### config.mk
export PLATFORM = sky130hd
export DESIGN_NAME = div_out_sched
export DESIGN_NICKNAME = d
export VERILOG_FILES = /design/src/rtl/div_out_sched.sv
export SDC_FILE = /design/constraint.sdc
export NUM_CORES = 1
export LEC_CHECK = 0
export BUFFER_PORTS_ARGS = -buffer_cell sky130_fd_sc_hd__buf_2
export CAP_MARGIN = 0
export CORE_AREA = 2 2 133 135
export CTS_BUF_LIST = sky130_fd_sc_hd__clkbuf_8
export CTS_CLUSTER_DIAMETER = 120
export DETAILED_ROUTE_END_ITERATION = 10
export DIE_AREA = 0 0 135 137
export PLACE_DENSITY_LB_ADDON = 0.1
export RECOVER_POWER = 25
export SLEW_MARGIN = 20
export SYNTH_ARGS = -nofsm -noshare
export SYNTH_HDL_FRONTEND = slang
export SYNTH_SLANG_ARGS = --single-unit
### constraint.sdc
create_clock -name clk -period 2.88 [get_ports clk]
set_input_delay 0.576 -clock clk [delete_from_list [all_inputs] [get_ports clk]]
set_output_delay 0.576 -clock clk [all_outputs]
set_load 0.03 [all_outputs]
### src/rtl/div_out_sched.sv
// rtl/div_out_sched.sv - round-robin arbiter feeding one 8-byte result serializer
// Accepts one 65-bit signed result at a time and holds it stable for the whole frame.
module div_out_sched #(
  parameter int N_REQ = 4,
  parameter int FRAME = 8,
  localparam int PW = (N_REQ > 1) ? $clog2(N_REQ) : 1
) (
  input  logic               clk,
  input  logic               rst_n,
  input  logic [N_REQ-1:0]   req_valid,
  input  logic [N_REQ*65-1:0] req_data,
  output logic [N_REQ-1:0]   req_ready,
  output logic               ser_en,
  output logic [64:0]        ser_data,
  output logic [PW-1:0]      grant_id,
  output logic               busy
);

  typedef enum logic {IDLE, SHIFT} state_t;

  state_t        state_q, state_d;
  logic [2:0]    cnt_q, cnt_d;
  logic [PW-1:0] ptr_q, ptr_d;
  logic          ser_en_q, ser_en_d;
  logic [64:0]   ser_data_q, ser_data_d;
  logic [PW-1:0] grant_q, grant_d;

  logic          found;
  logic [PW-1:0] win;
  logic [PW:0]   idx_w;
  logic [PW-1:0] idx;
  logic          accept;

  // Scan upward from ptr, wrapping modulo N_REQ; the first pending channel wins.
  always_comb begin
    found = 1'b0;
    win   = '0;
    idx_w = '0;
    idx   = '0;
    for (int i = 0; i < N_REQ; i++) begin
      idx_w = {1'b0, ptr_q} + (PW+1)'(i);
      if (idx_w >= (PW+1)'(N_REQ)) begin
        idx_w = idx_w - (PW+1)'(N_REQ);
      end
      idx = idx_w[PW-1:0];
      if (!found && req_valid[idx]) begin
        found = 1'b1;
        win   = idx;
      end
    end
  end

  assign accept    = (state_q == IDLE) && found;
  assign req_ready = (rst_n && accept) ? ({{(N_REQ-1){1'b0}}, 1'b1} << win) : '0;

  always_comb begin
    state_d    = state_q;
    cnt_d      = cnt_q;
    ptr_d      = ptr_q;
    ser_en_d   = 1'b0;
    ser_data_d = ser_data_q;
    grant_d    = grant_q;
    case (state_q)
      IDLE: begin
        if (found) begin
          state_d    = SHIFT;
          cnt_d      = 3'd0;
          ptr_d      = (win == PW'(N_REQ-1)) ? '0 : win + 1'b1;
          ser_en_d   = 1'b1;
          ser_data_d = req_data[win*65 +: 65];
          grant_d    = win;
        end
      end
      SHIFT: begin
        cnt_d = cnt_q + 3'd1;
        // Leaving one cycle early lets the next accept land on the serializer's frame boundary.
        if (cnt_q == 3'(FRAME-2)) begin
          state_d = IDLE;
          cnt_d   = 3'd0;
        end
      end
      default: state_d = IDLE;
    endcase
  end

  always_ff @(posedge clk or negedge rst_n) begin
    if (!rst_n) begin
      state_q    <= IDLE;
      cnt_q      <= 3'd0;
      ptr_q      <= '0;
      ser_en_q   <= 1'b0;
      ser_data_q <= '0;
      grant_q    <= '0;
    end else begin
      state_q    <= state_d;
      cnt_q      <= cnt_d;
      ptr_q      <= ptr_d;
      ser_en_q   <= ser_en_d;
      ser_data_q <= ser_data_d;
      grant_q    <= grant_d;
    end
  end

  assign ser_en   = ser_en_q;
  assign ser_data = ser_data_q;
  assign grant_id = grant_q;
  assign busy     = (state_q != IDLE);

endmodule

* Yosys cells after proc, flatten, opt, wreduce, memory -nomap -nowiden
Cells that the tools add are included.
** Word-level totals
- Register bits after elaboration :: 74
- Latch bits :: 0
- Memory bits (writable) :: 0
- ROM bits :: 0
- Input bits :: 266
- Output and inout port bits :: 73
- Logic and storage cells :: 68
- Memories :: 0
** Cells by class
- Add/subtract/negate cells :: 9
- Multipliers :: 1
- Div/mod/pow operators :: 0
- $lt $le $gt $ge :: 8
- Equal/unequal tests :: 3
- Shift operators :: 2
- Multiplexer cells :: 29
- Bitwise gates (word level) :: 1
- Reductions and logical operators :: 9
** Operators by type and width (count)
- $shiftx 260x10->65 :: 1
- $mux 2 :: 9
- $lt 2x3->1 const B :: 4
- $mux 1 :: 11
- $ge 3x3->1 const B :: 3
- $mul 2x7->9 const B :: 1
- $bmux 1 s2 :: 4
- $sub 2x1->2 const B :: 4
- $add 2x2->3 const B :: 2
- $mux 3 :: 2
- $pmux 3 s2 :: 1
- $logic_and 1x1->1 :: 5
- $mux 4 :: 1
- $shl 1x2->4 const A :: 1
- $add 2x1->3 const B :: 1
- $add 3x1->3 const B :: 1
- $eq 3x3->1 const B :: 1
- $ge 2x3->1 const B :: 1
- $logic_not 1->1 :: 3
- $add 2x1->2 const B :: 1
- $eq 2x2->1 const B :: 1
- $ne 2x2->1 const B :: 1
- $pmux 1 s2 :: 1
- $reduce_and 2->1 :: 1
- $not 1->1 :: 1

* Logic depth before layout (Yosys ltp)
- Depth in word-level cells :: 17
- Depth in mapped cells :: 10
- Mapped depth without buffers :: 6

* Worst setup path before layout
OpenSTA, ideal clock, no wires.
- Path kind :: input port to output port
- Start point :: input req_valid[3]
- End point :: output req_ready[1]
- Arrival :: 1.961 ns
- Required time :: 2.304 ns
- Path slack :: 0.343 ns
- Stages :: 6
- Buffers on the path :: 3
- Path through :: clkbuf_1 -> o21ai_0 -> and3_1 -> clkbuf_1 -> clkbuf_1 -> nor2b_1
** Between the ends
- Word-level cells in the longest chain between the ends :: 15
- Elaborated cells on any way between the ends :: 26
- Those cells by class :: shift: 1; mux: 17; reduce/logical: 8
** Ends and longest elaborated chain
- from (decl) :: line 10 : input logic [N_REQ-1:0] req_valid,
- $bmux 1 s2 :: line 46 : if (!found && req_valid[idx]) begin
- $mux 1 (not written as such) :: line 46
- $mux 1 :: line 46
- $logic_not 1->1 :: line 46
- $logic_and 1x1->1 :: line 46
- $mux 1 :: line 46
- $logic_not 1->1 :: line 46
- $logic_and 1x1->1 :: line 46
- $mux 1 :: line 46
- $logic_not 1->1 :: line 46
- $logic_and 1x1->1 :: line 46
- $mux 1 :: line 46
- $logic_and 1x1->1 :: line 53 : assign accept = (state_q == IDLE) && found;
- $logic_and 1x1->1 :: line 54 : assign req_ready = (rst_n && accept) ? ({{(N_REQ-1){1'b0}}, 1'b1} << win) : '0;
- $mux 4 (*) :: line 54
- to (decl) :: line 12 : output logic [N_REQ-1:0] req_ready,
Mark *: on every way between the ends. The rest lies on a longest branch, timed or not. The select of a mux whose other input is x is not followed.

* Final worst setup path
- Start point :: register ptr_q[1]
- End point :: output req_ready[3]
** Between the ends
- Word-level cells in the longest chain between the ends :: 17
- Elaborated cells on any way between the ends :: 41
- Those cells by class :: add/sub: 7; order compare: 4; shift: 1; mux: 21; reduce/logical: 8
** Ends and longest elaborated chain
- from (decl) :: line 23 : logic [PW-1:0] ptr_q, ptr_d;
- from (signal assigned) :: line 97 : ptr_q <= ptr_d;
- branches (longest 16 deep; another with $add 2x1->3)
- $mux 4 (*) :: line 54
Every way passes the cells marked *. The select of a mux whose other input is x is not followed.

==> metrics.txt <==
pin count of the biggest net entering global routing=71; FFs w/ async S/R, synth=100%; HP Class=primary input to async pin; Seq/Total Area, Yosys=39.1%; number of maximum-capacitance constraint violations=0; commonest cells after routing, fill and taps aside=337 x sky130_fd_sc_hd__buf_2, 74 x sky130_fd_sc_hd__dfrtp_1, 73 x sky130_fd_sc_hd__o21ai_0; GRT overflow=0; pre-CTS WS=0.318 ns; wire length of the first global-routing pass=29,800 microns; count of mapped cells out of synthesis=531; critical path class=flip-flop to output port; Worst Tran Pin Value=1.32 ns; worst path required time=2.30 ns; via density per instance=5.25; NumNets Final=1,106; Placeable Area=0.0171 sq mm; WP data arrival=2.05 ns; number of hold buffers added after cts=0; maximum vdd drop=0.498 mV; vias post-DR=5,599; normalized max-slew margin=11.7%; number of global-route vias before repair=5,289; CTS tree=built; CTS Buf Count=9; vertical die dimension=137 microns; Final min period=2.63 ns; setup slack of the critical path after layout=0.252 ns; worst-path maximum fanout=17; commonest non-fill, non-tap cell in the layout=sky130_fd_sc_hd__buf_2; number of I/O pins=339; Max Slew Vio Count=0; Initial Utilization=27.7%; Post-Route Skew=0.00370 ns; Skew-Pair Late Insertion Delay=0.36 ns; number of antenna violations at the first check in global routing=0; DRT Pass-1 Iters=4; routability cong.=0.840; clock buffer depth=2; prevailing post-synth register cell=sky130_fd_sc_hd__dfrtp_1; Fin. Hold Viols=0; Post-CTS Setup Bufs=0; final HPWL from detailed placement=14,900 microns; result of the run=finished clean; average footprint of a synthesized cell=8.91 sq um; global router's overall resource usage=21.0%; Setup crit start kind=flip-flop; Root Driver=sky130_fd_sc_hd__clkbuf_8; final wirelength=20,200 microns; die footprint=0.0185 sq mm; unrepaired setup endpoints after global routing=no; power density over cell area=777 mW/mm^2; Area growth, synth to finish=43.5%; Setup crit end kind=output port; horizontal extent of the die=135 microns; net count after synthesis=797; number of I/O port buffers=338; clock transition at the register clock pins on the worst setup and hold paths after CTS=0.07 ns; share of the clock period used by the worst path=91.3%; Syn Std Cell Area=0.00473 sq mm; Diodes inserted=0; maximum level of the CTS H-tree=3; row count=48; routed wirelength normalized by instance count=18.9 microns; count of unique library cells instantiated by Yosys=32; number of warnings reported in the yosys synthesis log=0; layout cell share with drive strength beyond 1=44.1%; Yosys reg bits=74; sum of negative setup slack=0 ns; count of nets left with antenna violations after detail routing=0; DRC=0; number of sinks handled by clock tree synthesis=74; number of resized instances in the post-cts repair step=0; number of DRC markers after the initial detailed-route iteration=280; highest attainable clock frequency=380 MHz; Leakage=3.22 nW; setup violation total in the final timing report=0; number of flops mapped to enable cells by yosys=0; PnR Total Power=0.00527 W
through the flow:
step,std cells,instance area (sq um),util (%),hold slack (ns)
after floorplan,531,4730,-,0.280
after global placement,1054,6640,38.9,0.424
after detailed placement,1054,6640,38.9,0.423
after CTS,1067,6790,39.8,0.0128
after global routing,1067,6790,39.8,0.202
final,1067,6790,39.8,0.186
cell families (layout without fill, tap and decap cells):
kind of cell	count (synthesis)	count (layout)	synth area share, %
AO/OA/AOI/OAI	217	217	30.4
AND/OR/NAND/NOR	116	116	11.0
flip-flops	74	74	39.1
multiplexers	65	65	13.8
buffers and inverters	59	370	5.63
final timing paths:
kind                                  start      endpoint  slack, ns  depth (start not counted)
worst max-delay path               ptr_q[1]  req_ready[3]       0.25                          6
max in group asynchronous             rst_n  ser_data[56]       0.54                          3
worst max register to register     ptr_q[1]   ser_data[0]       0.82                          6
worst min-delay path                  rst_n  ser_data[59]       0.19                          1
min in group clk                grant_id[1]   grant_id[1]       0.50                          2
worst min register to register  grant_id[1]   grant_id[1]       0.50                          2
worst max-delay path, stage by stage (launching register included):
cell and delay, ns:
sky130_fd_sc_hd__dfrtp_1 0.44, sky130_fd_sc_hd__inv_1 0.14, sky130_fd_sc_hd__a21oi_1 0.16, sky130_fd_sc_hd__or2_2 0.44, sky130_fd_sc_hd__nand3_1 0.17, sky130_fd_sc_hd__nor2_1 0.12, sky130_fd_sc_hd__buf_2 0.21
final cells by class:
class                      count  area, sq um
clock buffer                  11          151
inverter                       5         21.3
fill                        1799        10300
clock inverter                 2         7.51
sequential                    74         1850
tap                          225          282
multi-input combinational    398         2640
timing repair buffer         352         1830
power breakdown:
| part | internal [W] | leakage (nW) | switching, W | total, W |
|---|---|---|---|---|
| Combinational | 0.00110 | 2.41 | 0.00191 | 0.00301 |
| Clock | 0.000340 | 0.0897 | 0.000383 | 0.000723 |
| Sequential | 0.00132 | 0.721 | 0.000222 | 0.00154 |
| Total | 0.00276 | 3.22 | 0.00251 | 0.00527 |
sequential cells by signal (all words and copies together), names as in the netlist:
| name | flops |
|---|---|
| ser_data | 65 |
| cnt_q | 3 |
| grant_id | 2 |
| ptr_q | 2 |
| busy | 1 |
| ser_en | 1 |
routing by layer:
metal	global-route usage (%)	part of all wire, %
met5	0	0
met4	6.08	1.2
met3	6.07	8.6
met2	36.6	49
met1	25.3	41
synth_stat cells (2+ instances only):
cell type / instances / area [sq um]
sky130_fd_sc_hd__a21o_1: 2 / 15.0
sky130_fd_sc_hd__a221oi_1: 65 / 569
sky130_fd_sc_hd__and3_1: 19 / 119
sky130_fd_sc_hd__buf_2: 15 / 75.1
sky130_fd_sc_hd__buf_4: 3 / 22.5
sky130_fd_sc_hd__buf_6: 2 / 22.5
sky130_fd_sc_hd__clkbuf_1: 34 / 128
sky130_fd_sc_hd__dfrtp_1: 74 / 1850
sky130_fd_sc_hd__inv_1: 4 / 15.0
sky130_fd_sc_hd__mux2i_1: 65 / 651
sky130_fd_sc_hd__nand2_1: 10 / 37.5
sky130_fd_sc_hd__nand2b_1: 2 / 12.5
sky130_fd_sc_hd__nand3_1: 3 / 15.0
sky130_fd_sc_hd__nor2_1: 70 / 263
sky130_fd_sc_hd__nor2b_1: 4 / 25.0
sky130_fd_sc_hd__o21ai_0: 74 / 370
sky130_fd_sc_hd__o21ai_1: 3 / 15.0
sky130_fd_sc_hd__o221ai_1: 2 / 17.5
sky130_fd_sc_hd__o22ai_1: 65 / 407
sky130_fd_sc_hd__or2_2: 3 / 18.8
No activity file was read; power rests on OpenSTA's default activity.
